[src/rtl/udp_gen_pkg.sv]
// Shared encodings, limits and PRBS7 helper for the UDP payload generator.
package udp_gen_pkg;

  typedef enum logic [1:0] {
    GEN_INCR  = 2'd0,
    GEN_FIXED = 2'd1,
    GEN_PRBS  = 2'd2,
    GEN_SWEEP = 2'd3
  } gen_mode_e;

  typedef enum logic [1:0] {
    ST_IDLE     = 2'd0,
    ST_WAIT_RDY = 2'd1,
    ST_SEND     = 2'd2,
    ST_GAP      = 2'd3
  } gen_state_e;

  localparam logic [6:0] PRBS_SEED = 7'h7F;

  localparam int unsigned UDP_MIN_LEN = 18;
  localparam int unsigned UDP_MAX_LEN = 1472;

  // Advance a PRBS7 (x^7+x^6+1) register by 8 bits; returns {byte, new_state}, byte MSB first.
  function automatic logic [14:0] prbs7_step8(input logic [6:0] s);
    logic [6:0] st;
    logic [7:0] b;
    logic       fb;
    st = s;
    b  = '0;
    for (int i = 0; i < 8; i++) begin
      fb = st[6] ^ st[5];
      b  = {b[6:0], fb};
      st = {st[5:0], fb};
    end
    return {b, st};
  endfunction

endpackage

[src/rtl/udp_gen_prbs7.sv]
// Byte-wide PRBS7 generator: byte_c is the next byte from the current state.
module udp_gen_prbs7
  import udp_gen_pkg::*;
(
  input  logic       clk,
  input  logic       rst_n,
  input  logic       load,
  input  logic       en,
  output logic [7:0] byte_c
);

  logic [6:0]  state_q;
  logic [14:0] step_c;

  assign step_c = prbs7_step8(state_q);
  assign byte_c = step_c[14:7];

  // Reseed on load, otherwise advance one byte whenever a byte is consumed.
  always_ff @(posedge clk or negedge rst_n) begin
    if (!rst_n) begin
      state_q <= PRBS_SEED;
    end else if (load) begin
      state_q <= PRBS_SEED;
    end else if (en) begin
      state_q <= step_c[6:0];
    end
  end

endmodule

[src/rtl/udp_pkt_gen.sv]
// UDP payload traffic generator driving the stack's send-side user interface.
module udp_pkt_gen
  import udp_gen_pkg::*;
#(
  parameter int unsigned P_LEN_W   = 16,
  parameter int unsigned P_MIN_LEN = UDP_MIN_LEN,
  parameter int unsigned P_MAX_LEN = UDP_MAX_LEN,
  parameter int unsigned P_GAP_W   = 16,
  parameter int unsigned P_CNT_W   = 32
) (
  input  logic               i_clk,
  input  logic               i_rst_n,
  input  logic               i_start,
  input  logic               i_stop,
  input  logic [P_LEN_W-1:0] i_cfg_len,
  input  logic [1:0]         i_cfg_mode,
  input  logic [7:0]         i_cfg_byte,
  input  logic [P_GAP_W-1:0] i_cfg_gap,
  input  logic [P_CNT_W-1:0] i_cfg_pkt_num,
  input  logic               i_send_ready,
  output logic [7:0]         o_send_udp_data,
  output logic [P_LEN_W-1:0] o_send_udp_len,
  output logic               o_send_udp_last,
  output logic               o_send_udp_valid,
  output logic               o_busy,
  output logic               o_done,
  output logic [P_CNT_W-1:0] o_pkt_cnt,
  output logic [P_CNT_W-1:0] o_byte_cnt
);

  localparam logic [P_LEN_W-1:0] MIN_LEN = P_LEN_W'(P_MIN_LEN);
  localparam logic [P_LEN_W-1:0] MAX_LEN = P_LEN_W'(P_MAX_LEN);

  gen_state_e         state_q, state_d;
  gen_mode_e          mode_q;
  logic [7:0]         byte_q;
  logic [P_GAP_W-1:0] gap_q, gap_cnt_q;
  logic [P_CNT_W-1:0] pkt_num_q;
  logic [P_LEN_W-1:0] eff_len_q, sweep_len_q, cur_len_q, idx_q;
  logic               stop_pend_q;

  logic               start_c, fire_c, adv_c, pkt_end_c, done_c, run_end_c;
  logic [P_LEN_W-1:0] cfg_eff_len_c, pkt_len_c, idx_nxt_c, idx_sel_c;
  logic [P_CNT_W-1:0] pkt_cnt_inc_c;
  logic [7:0]         data_nxt_c, prbs_byte_c;
  logic               last_nxt_c;

  // Byte stream from PRBS7; reseeded on every cycle that does not emit a byte.
  udp_gen_prbs7 u_prbs (
    .clk    (i_clk),
    .rst_n  (i_rst_n),
    .load   (!(fire_c || adv_c)),
    .en     (fire_c || adv_c),
    .byte_c (prbs_byte_c)
  );

  // Derived values: clamped length, next packet length, next byte and its last flag.
  always_comb begin
    cfg_eff_len_c = i_cfg_len;
    if (i_cfg_len < MIN_LEN) cfg_eff_len_c = MIN_LEN;
    else if (i_cfg_len > MAX_LEN) cfg_eff_len_c = MAX_LEN;
    pkt_len_c     = (mode_q == GEN_SWEEP) ? sweep_len_q : eff_len_q;
    pkt_cnt_inc_c = (o_pkt_cnt == '1) ? o_pkt_cnt : o_pkt_cnt + P_CNT_W'(1);
    run_end_c     = ((pkt_num_q != '0) && (pkt_cnt_inc_c == pkt_num_q)) || stop_pend_q || i_stop;
    idx_nxt_c     = idx_q + P_LEN_W'(1);
    idx_sel_c     = fire_c ? '0 : idx_nxt_c;
    last_nxt_c    = fire_c ? (pkt_len_c == P_LEN_W'(1))
                           : (idx_nxt_c == cur_len_q - P_LEN_W'(1));
    case (mode_q)
      GEN_FIXED: data_nxt_c = byte_q;
      GEN_PRBS:  data_nxt_c = prbs_byte_c;
      default:   data_nxt_c = 8'(idx_sel_c);
    endcase
  end

  // State register.
  always_ff @(posedge i_clk or negedge i_rst_n) begin
    if (!i_rst_n) state_q <= ST_IDLE;
    else          state_q <= state_d;
  end

  // Next-state logic and control strobes.
  always_comb begin
    state_d   = state_q;
    start_c   = 1'b0;
    fire_c    = 1'b0;
    adv_c     = 1'b0;
    pkt_end_c = 1'b0;
    done_c    = 1'b0;
    case (state_q)
      ST_IDLE: begin
        if (i_start) begin
          start_c = 1'b1;
          state_d = ST_WAIT_RDY;
        end
      end
      ST_WAIT_RDY: begin
        if (i_stop) begin
          done_c  = 1'b1;
          state_d = ST_IDLE;
        end else if (i_send_ready) begin
          fire_c  = 1'b1;
          state_d = ST_SEND;
        end
      end
      ST_SEND: begin
        if (o_send_udp_last) begin
          pkt_end_c = 1'b1;
          if (run_end_c) begin
            done_c  = 1'b1;
            state_d = ST_IDLE;
          end else if (gap_q != '0) begin
            state_d = ST_GAP;
          end else begin
            state_d = ST_WAIT_RDY;
          end
        end else begin
          adv_c = 1'b1;
        end
      end
      ST_GAP: begin
        if (i_stop) begin
          done_c  = 1'b1;
          state_d = ST_IDLE;
        end else if (gap_cnt_q <= P_GAP_W'(1)) begin
          state_d = ST_WAIT_RDY;
        end
      end
      default: state_d = ST_IDLE;
    endcase
  end

  // Config latch, packet datapath, registered outputs and counters.
  always_ff @(posedge i_clk or negedge i_rst_n) begin
    if (!i_rst_n) begin
      mode_q           <= GEN_INCR;
      byte_q           <= '0;
      gap_q            <= '0;
      gap_cnt_q        <= '0;
      pkt_num_q        <= '0;
      eff_len_q        <= '0;
      sweep_len_q      <= '0;
      cur_len_q        <= '0;
      idx_q            <= '0;
      stop_pend_q      <= 1'b0;
      o_send_udp_data  <= '0;
      o_send_udp_len   <= '0;
      o_send_udp_last  <= 1'b0;
      o_send_udp_valid <= 1'b0;
      o_busy           <= 1'b0;
      o_done           <= 1'b0;
      o_pkt_cnt        <= '0;
      o_byte_cnt       <= '0;
    end else begin
      o_busy <= (state_d != ST_IDLE);
      o_done <= done_c;

      if (start_c) begin
        mode_q      <= gen_mode_e'(i_cfg_mode);
        byte_q      <= i_cfg_byte;
        gap_q       <= i_cfg_gap;
        pkt_num_q   <= i_cfg_pkt_num;
        eff_len_q   <= cfg_eff_len_c;
        sweep_len_q <= MIN_LEN;
        stop_pend_q <= 1'b0;
        o_pkt_cnt   <= '0;
        o_byte_cnt  <= '0;
      end else begin
        if (state_q == ST_SEND && i_stop) stop_pend_q <= 1'b1;
        if (pkt_end_c) o_pkt_cnt <= pkt_cnt_inc_c;
        if (o_send_udp_valid && o_byte_cnt != '1) o_byte_cnt <= o_byte_cnt + P_CNT_W'(1);
      end

      if (pkt_end_c) gap_cnt_q <= gap_q;
      else if (state_q == ST_GAP) gap_cnt_q <= gap_cnt_q - P_GAP_W'(1);

      if (fire_c || adv_c) begin
        o_send_udp_valid <= 1'b1;
        o_send_udp_data  <= data_nxt_c;
        o_send_udp_last  <= last_nxt_c;
        idx_q            <= idx_sel_c;
        if (fire_c) begin
          cur_len_q      <= pkt_len_c;
          o_send_udp_len <= pkt_len_c;
          if (mode_q == GEN_SWEEP)
            sweep_len_q <= (sweep_len_q >= eff_len_q) ? MIN_LEN : sweep_len_q + P_LEN_W'(1);
        end
      end else begin
        o_send_udp_valid <= 1'b0;
        o_send_udp_data  <= '0;
        o_send_udp_last  <= 1'b0;
        o_send_udp_len   <= '0;
      end
    end
  end

endmodule

[config.mk]
export PLATFORM = sky130hd
export DESIGN_NAME = udp_pkt_gen
export DESIGN_NICKNAME = d
export VERILOG_FILES = /design/src/rtl/udp_gen_pkg.sv /design/src/rtl/udp_gen_prbs7.sv /design/src/rtl/udp_pkt_gen.sv
export SDC_FILE = /design/constraint.sdc
export NUM_CORES = 1
export LEC_CHECK = 0
export CAP_MARGIN = 25
export CORE_MARGIN = 3
export CORE_UTILIZATION = 55
export CTS_CLUSTER_SIZE = 40
export DETAILED_ROUTE_END_ITERATION = 6
export PLACE_DENSITY = 0.85
export SYNTH_ARGS = -nofsm -noshare
export SYNTH_HDL_FRONTEND = slang
export SYNTH_HIERARCHICAL = 1
export SYNTH_SLANG_ARGS = --single-unit
[constraint.sdc]
create_clock -name i_clk -period 3.9 [get_ports i_clk]
set_input_delay 0.78 -clock i_clk [delete_from_list [all_inputs] [get_ports i_clk]]
set_output_delay 0.78 -clock i_clk [all_outputs]
set_load 0.01 [all_outputs]
==> flow_metrics.env, run 1 <==
export IMPL_arrival_ns=4.00
export IMPL_grt_max_degree=115
export IMPL_grtUsageTotal_pct=28.6
export IMPL_vias=12217
export IMPL_hold_viol=0
export IMPL_p_clk_share_pct=26.0
export IMPL_switching_share_pct=37.7
export IMPL_finalPower_w=0.00977
export IMPL_worstMarginPinSlew_ns=0.894
export IMPL_grt_overflow=0
export IMPL_core_area_um2=23800
export IMPL_n_antenna_cell=0
export IMPL_drive_above_1_share_pct=6.03
export IMPL_fin_nets=1795
export IMPL_post_route_period_util_pct=92.0
export IMPL_p_comb_share_pct=35.1
export IMPL_hpwl_um=27300
export IMPL_setup_viol=0
export IMPL_synth_area_um2=13500
export IMPL_slew_headroom_pct=39.9
export IMPL_postRouteAntennaNets=0
export IMPL_synth_warnings=6
export IMPL_max_stage_delay_ns=0.76
export IMPL_fmax_mhz=279
export IMPL_area_growth_pct=22.2
export IMPL_initial_core_util_pct=56.6
export IMPL_crit_type="register to register"
export IMPL_insertion_delay_ns=0.54
export IMPL_critical_path_cell_chain="nand4_1 -> nor3_1 -> and4_1 -> nor3_1 -> xnor2_1 -> a2111oi_0 -> nand4_1 -> o31ai_2 -> o211ai_1"
export IMPL_max_cap_viol_count=0
export IMPL_synth_edf_count=0
export IMPL_slew_viol_final=0
export IMPL_route_detailed_drc=2
export IMPL_min_period_ns=3.59
export IMPL_internal_power_w=0.00609
export IMPL_cts_sinks=240
export IMPL_syn_inst=1535
export IMPL_wl_um=38400
export IMPL_crit_start="o_pkt_cnt[28]"
export IMPL_rsz0062_at_grt="no"
export IMPL_ir_worst_vdd_v=0.000447
export IMPL_cp_slowest_cell="nor3_1"
export IMPL_hold_slack_ns=0.256
export IMPL_violations="design-rule violations"
export IMPL_power_leakage_nw=7.18
export IMPL_path_max_fanout=8
export IMPL_synth_top_area_cell="dfrtp_1"
export IMPL_drt_initial_drc_count=972
export IMPL_portBuffers=170
export IMPL_die_height_um=162
export IMPL_status="finished, violations left"
export IMPL_gp_congestion=0.997
export IMPL_io_pins=171
export IMPL_cts_tree="done"
export IMPL_critPathLaunchType="register"
export IMPL_nFillCells=1854
export IMPL_async_flop_share_pct=100
export IMPL_synth_main_ff_cell="dfrtp_1"
export IMPL_fin_skew_ns=0.0142
export IMPL_cts_resized=0
export IMPL_pwr_share_seq_pct=39.0
export IMPL_hold_class="input pin to asynchronous set/reset pin"
export IMPL_cts_hold_buf=0
export IMPL_wire_per_inst_um=18.9
export IMPL_antenna_found_initial=0
export IMPL_grt_pass1_wl_um=61600
export IMPL_seq_area_frac_synth_pct=44.7
export IMPL_switching_power_w=0.00369
export IMPL_power_density_nw_per_um2=594
export IMPL_ys_ff_latch=240
export IMPL_cts_made_buffers=26
export IMPL_grt_pass1_vias=11671
export IMPL_syn_avg_cell_area_um2=8.76
export IMPL_cts_max_level=1
export IMPL_clock_path_buffers=3
export IMPL_cp_data_required_time_ns=4.31
export IMPL_post_cts_repair_setup_buffers=0
export IMPL_worstSetupEndpointType="register"
export IMPL_synth_area_leaders="dfrtp_1 43%, nand2_1 8.7%, xnor2_1 4.5%"
export IMPL_root_buffer="clkbuf_16"
export IMPL_cpLargestDelayFamily="simple AND/OR/NAND/NOR gates"
export IMPL_synthDominantCellAreaShare_pct=43.3
export IMPL_die_x_um=162
export IMPL_row_count=56
export IMPL_synth_fp_nets=1640
export IMPL_reg2reg_from="o_pkt_cnt[28]"
export IMPL_path_buf_inv=0
export IMPL_clk_pin_slew_ns=0.06
export IMPL_first_pass_iters=7
export IMPL_die_area_um2=26400
export IMPL_vias_per_cell=6.02
export IMPL_setup_tns_ns=0
export IMPL_yosysUniqueCellTypes=70
-- cells in the final DEF (no fill, tap or decap), drive strengths merged, types with 6 or more instances in the layout --
cell / count
a2111oi: 6
a211o: 8
a211oi: 11
a21o: 41
a21oi: 36
a221oi: 7
a31oi: 8
and2: 10
and3: 22
and4: 10
buf: 30
clkbuf: 38
clkdlybuf4s50: 169
clkinv: 7
dfrtp: 233
dfstp: 7
ha: 26
inv: 38
mux2i: 18
nand2: 310
nand2b: 18
nand3: 48
nand4: 33
nor2: 124
nor2b: 18
nor3: 38
nor4: 38
o211ai: 14
o21ai: 115
o31ai: 18
or3: 16
or4: 7
xnor2: 69
xor2: 52
-- cell families (layout without fill, tap and decap cells) --
family / count (synthesis) / in the layout / share of synthesized area (%)
compound gates: 309 / 309 / 15.2
xor+xnor: 122 / 122 / 8.06
fa+ha+maj: 26 / 26 / 2.42
buf+inv: 110 / 284 / 3.19
flops: 240 / 240 / 44.7
mux: 18 / 18 / 1.34
simple gates: 710 / 710 / 25.1
-- Yosys cell counts, types with 15 or more instances --
master and count:
nand2_1 310, a21o_1 41, mux2i_1 18, o31ai_1 17
nand2b_1 18, dfrtp_1 233, nor2b_1 18, xnor2_1 69
a21oi_1 36, or3_1 15, nor3_1 38, and3_1 22
nor4_1 33, ha_1 26, clkbuf_1 58, nor2_1 124
xor2_1 52, nand4_1 31, o21ai_0 111, nand3_1 47
inv_1 38
-- cell type report --
cell class	instances	area (um2)	share of cell area [%]
multi-input cells	1185	7020	42.7
clock buffers	38	776	4.72
repair buffers	199	1980	12.1
clock inverters	9	110	0.670
well taps	319	399	2.43
inverters	38	143	0.868
flip-flops and latches	240	6010	36.6
-- state kept, by name, summed over array words and instances (netlist names) --
register / cells
o_busy: 1
stop_pend_q: 1
idx_q: 16
o_pkt_cnt: 32
cur_len_q: 16
o_byte_cnt: 32
o_done: 1
o_send_udp_valid: 1
byte_q: 8
state_q: 2
mode_q: 2
o_send_udp_last: 1
eff_len_q: 16
sweep_len_q: 16
o_send_udp_len: 16
gap_q: 16
o_send_udp_data: 8
u_prbs/state_q: 7
pkt_num_q: 32
gap_cnt_q: 16
-- power groups by stage --
stage / registers, W / logic, W / clock network (W)
floorplan: 0.00362 / 0.00244 / 0
global placement: 0.00380 / 0.00328 / 0
detailed placement: 0.00382 / 0.00338 / 0
CTS: 0.00379 / 0.00342 / 0.00257
global route: 0.00389 / 0.00379 / 0.00266
finish: 0.00381 / 0.00343 / 0.00254
-- worst paths after layout --
kind,end,slack [ns],cells after the start
max,o_busy,0.31,9
max reg2reg,o_busy,0.31,9
max in group asynchronous,u_prbs/state_q[2],2.76,2
min reg2reg,o_send_udp_len[8],0.47,1
min,idx_q[14],0.26,1
min in group i_clk,o_send_udp_len[8],0.47,1
-- worst register-to-register path: cells and delay by family, from the launching register on --
kind	cells	cell delay (ns)
XOR/XNOR	1	0.15
flip-flops	1	0.46
AO/OA/AOI/OAI	3	1.10
AND/OR/NAND/NOR	5	1.76
-- layer usage --
metal / track usage, % / up-vias / share of wire [%]
li1: - / 5708 / -
met1: 39.8 / 5939 / 43
met2: 46.3 / 482 / 47
met3: 5.16 / 88 / 7.0
met4: 7.91 / 0 / 2.9
met5: 0 / - / 0
-- through the flow --
stage	util (%)	area [um2]	cells	worst slack, ns
after CTS	69.1	16400	2027	0.444
after detailed placement	65.4	15500	1980	0.454
after floorplan	-	13500	1535	0.911
final	69.2	16400	2028	0.313
after global routing	69.2	16400	2028	0.132
after global placement	65.4	15500	1980	0.450
No activity file was read; power rests on OpenSTA's default activity.
==> run 2: changes to the inputs <==
Settings changed: CORE_MARGIN 3 to 2, DONT_BUFFER_PORTS from default to 1, PLACE_DENSITY 0.85 to 0.76.
==> flow_metrics.env, run 2 (synthesis gave the netlist of run 1 again) <==
export IMPL_vias=11344
export IMPL_grt_pass1_vias=10923
export IMPL_setup_viol=0
export IMPL_io_pins=171
export IMPL_hold_class="input pin to asynchronous set/reset pin"
export IMPL_crit_type="register to register"
export IMPL_core_area_um2=24200
export IMPL_regToRegSetupSlack_ns=0.38
export IMPL_setup_tns_ns=0
export IMPL_worstSetupEndpointType="register"
export IMPL_hold_slack_ns=-0.0599
export IMPL_path_max_fanout=10
export IMPL_crit_start="o_pkt_cnt[0]"
export IMPL_power_density_nw_per_um2=644
export IMPL_r2r_end="o_busy"
export IMPL_vias_per_cell=6.08
export IMPL_cts_tree="done"
export IMPL_gp_congestion=0.971
export IMPL_clock_path_buffers=3
export IMPL_fin_nets=1627
export IMPL_hold_viol=124
export IMPL_mostFrequentLayoutCells="310 x nand2_1, 233 x dfrtp_1, 123 x nor2_1, 111 x o21ai_0, 69 x xnor2_1"
export IMPL_min_period_ns=3.52
export IMPL_p_clk_share_pct=26.6
export IMPL_cts_made_buffers=27
export IMPL_switching_share_pct=37.8
export IMPL_arrival_ns=3.92
export IMPL_place_ws_ns=0.502
export IMPL_postRouteAntennaNets=0
export IMPL_p_comb_share_pct=32.9
export IMPL_switching_power_w=0.00357
export IMPL_grt_max_degree=241
export IMPL_max_cap_viol_count=0
export IMPL_row_count=57
export IMPL_drt_initial_drc_count=988
export IMPL_internal_power_w=0.00589
export IMPL_worstMarginPinSlew_ns=0.747
export IMPL_violations="negative hold slack"
export IMPL_grt_overflow=0
export IMPL_insertion_delay_ns=0.54
export IMPL_reg2reg_depth=10
export IMPL_status="finished, violations left"
export IMPL_drive_above_1_share_pct=6.74
export IMPL_finalPower_w=0.00946
export IMPL_die_area_um2=25700
export IMPL_rsz0062_at_grt="no"
export IMPL_die_x_um=160
export IMPL_initial_core_util_pct=55.6
export IMPL_route_detailed_drc=0
export IMPL_slew_headroom_pct=50.2
export IMPL_ir_worst_vdd_v=0.000375
export IMPL_cts_max_level=1
export IMPL_cts_sinks=240
export IMPL_clk_pin_slew_ns=0.06
export IMPL_slew_viol_final=0
export IMPL_grt_pass1_wl_um=58900
export IMPL_pwr_share_seq_pct=40.5
export IMPL_portBuffers=0
export IMPL_reg2reg_from="o_pkt_cnt[0]"
export IMPL_first_pass_iters=5
export IMPL_wl_um=36400
export IMPL_antenna_found_initial=0
export IMPL_root_buffer="clkbuf_16"
export IMPL_post_cts_repair_setup_buffers=0
export IMPL_reg_largest_list="o_byte_cnt (32), o_pkt_cnt (32), pkt_num_q (32)"
export IMPL_fin_skew_ns=0.0159
export IMPL_fmax_mhz=284
export IMPL_layout_commonest_cell="nand2_1"
export IMPL_fin_ws_ns=0.376
export IMPL_critPathCapture="o_busy"
export IMPL_wire_per_inst_um=19.5
export IMPL_area_growth_pct=9.18
export IMPL_die_height_um=160
export IMPL_cts_resized=0
export IMPL_cp_data_required_time_ns=4.30
export IMPL_nFillCells=2097
export IMPL_post_route_period_util_pct=90.4
export IMPL_grtUsageTotal_pct=28.2
export IMPL_critPathLaunchType="register"
export IMPL_hpwl_um=25800
export IMPL_n_antenna_cell=0
export IMPL_power_leakage_nw=6.53
==> run 2: changes by cell type in the layout (fill, tap and decap cells not counted), sizes merged <==
cell,before,now
clkdlybuf4s50,169,0
clkbuf,38,36
clkinvlp,0,2
clkinv,7,8
inv,38,39
==> run 2: how the worst min path moves through the flow <==
stage | start | endpoint | slack [ns] | depth (start not counted)
floorplan | byte_q[0] | byte_q[0] | 0.45 | 2
global placement | byte_q[6] | byte_q[6] | 0.46 | 2
detailed placement | byte_q[5] | byte_q[5] | 0.47 | 2
CTS | i_rst_n | idx_q[15] | -0.07 | 0
global route | i_rst_n | idx_q[13] | -0.09 | 0
finish | i_rst_n | idx_q[15] | -0.06 | 0
==> run 2: power by group through the flow <==
stage	combinational [W]	clock [W]	sequential [W]
detailed placement	0.00308	0	0.00386
finish	0.00311	0.00252	0.00384
global placement	0.00300	0	0.00385
CTS	0.00311	0.00255	0.00383
global route	0.00349	0.00266	0.00391
floorplan	0.00244	0	0.00362
==> run 2: per-stage QoR <==
| step | util (%) | instance area [um2] | instances |
|---|---|---|---|
| floorplan | - | 13500 | 1535 |
| global placement | 57.1 | 13800 | 1817 |
| detailed placement | 57.1 | 13800 | 1817 |
| CTS | 60.7 | 14700 | 1866 |
| global route | 60.7 | 14700 | 1866 |
| finish | 60.7 | 14700 | 1866 |
==> run 2: routing by layer <==
layer | global-route usage (%) | share of wire, %
met1 | 39.9 | 44
met2 | 45.0 | 47
met3 | 5.35 | 6.8
met4 | 7.08 | 2.3
met5 | 0 | 0
==> run 2: critical path: stages (launching register included) <==
cell      delay, ns
dfrtp_1        0.52
ha_1           0.33
and4_1         0.32
nand3_2        0.31
nor4_4         0.48
o32ai_1        0.12
a22o_1         0.27
nor4b_1        0.31
nand4_1        0.22
o31ai_2        0.36
o211ai_1       0.14
==> run 2: cell type report <==
cell class                 instances  area, um2  area share (%)
multi-input combinational       1185       7020            47.8
sequential                       240       6010            41.0
clock buffer                      36        749            5.10
tap                              324        405            2.76
timing repair buffer              30        225            1.53
inverter                          38        143           0.971
clock inverter                    13        131           0.895
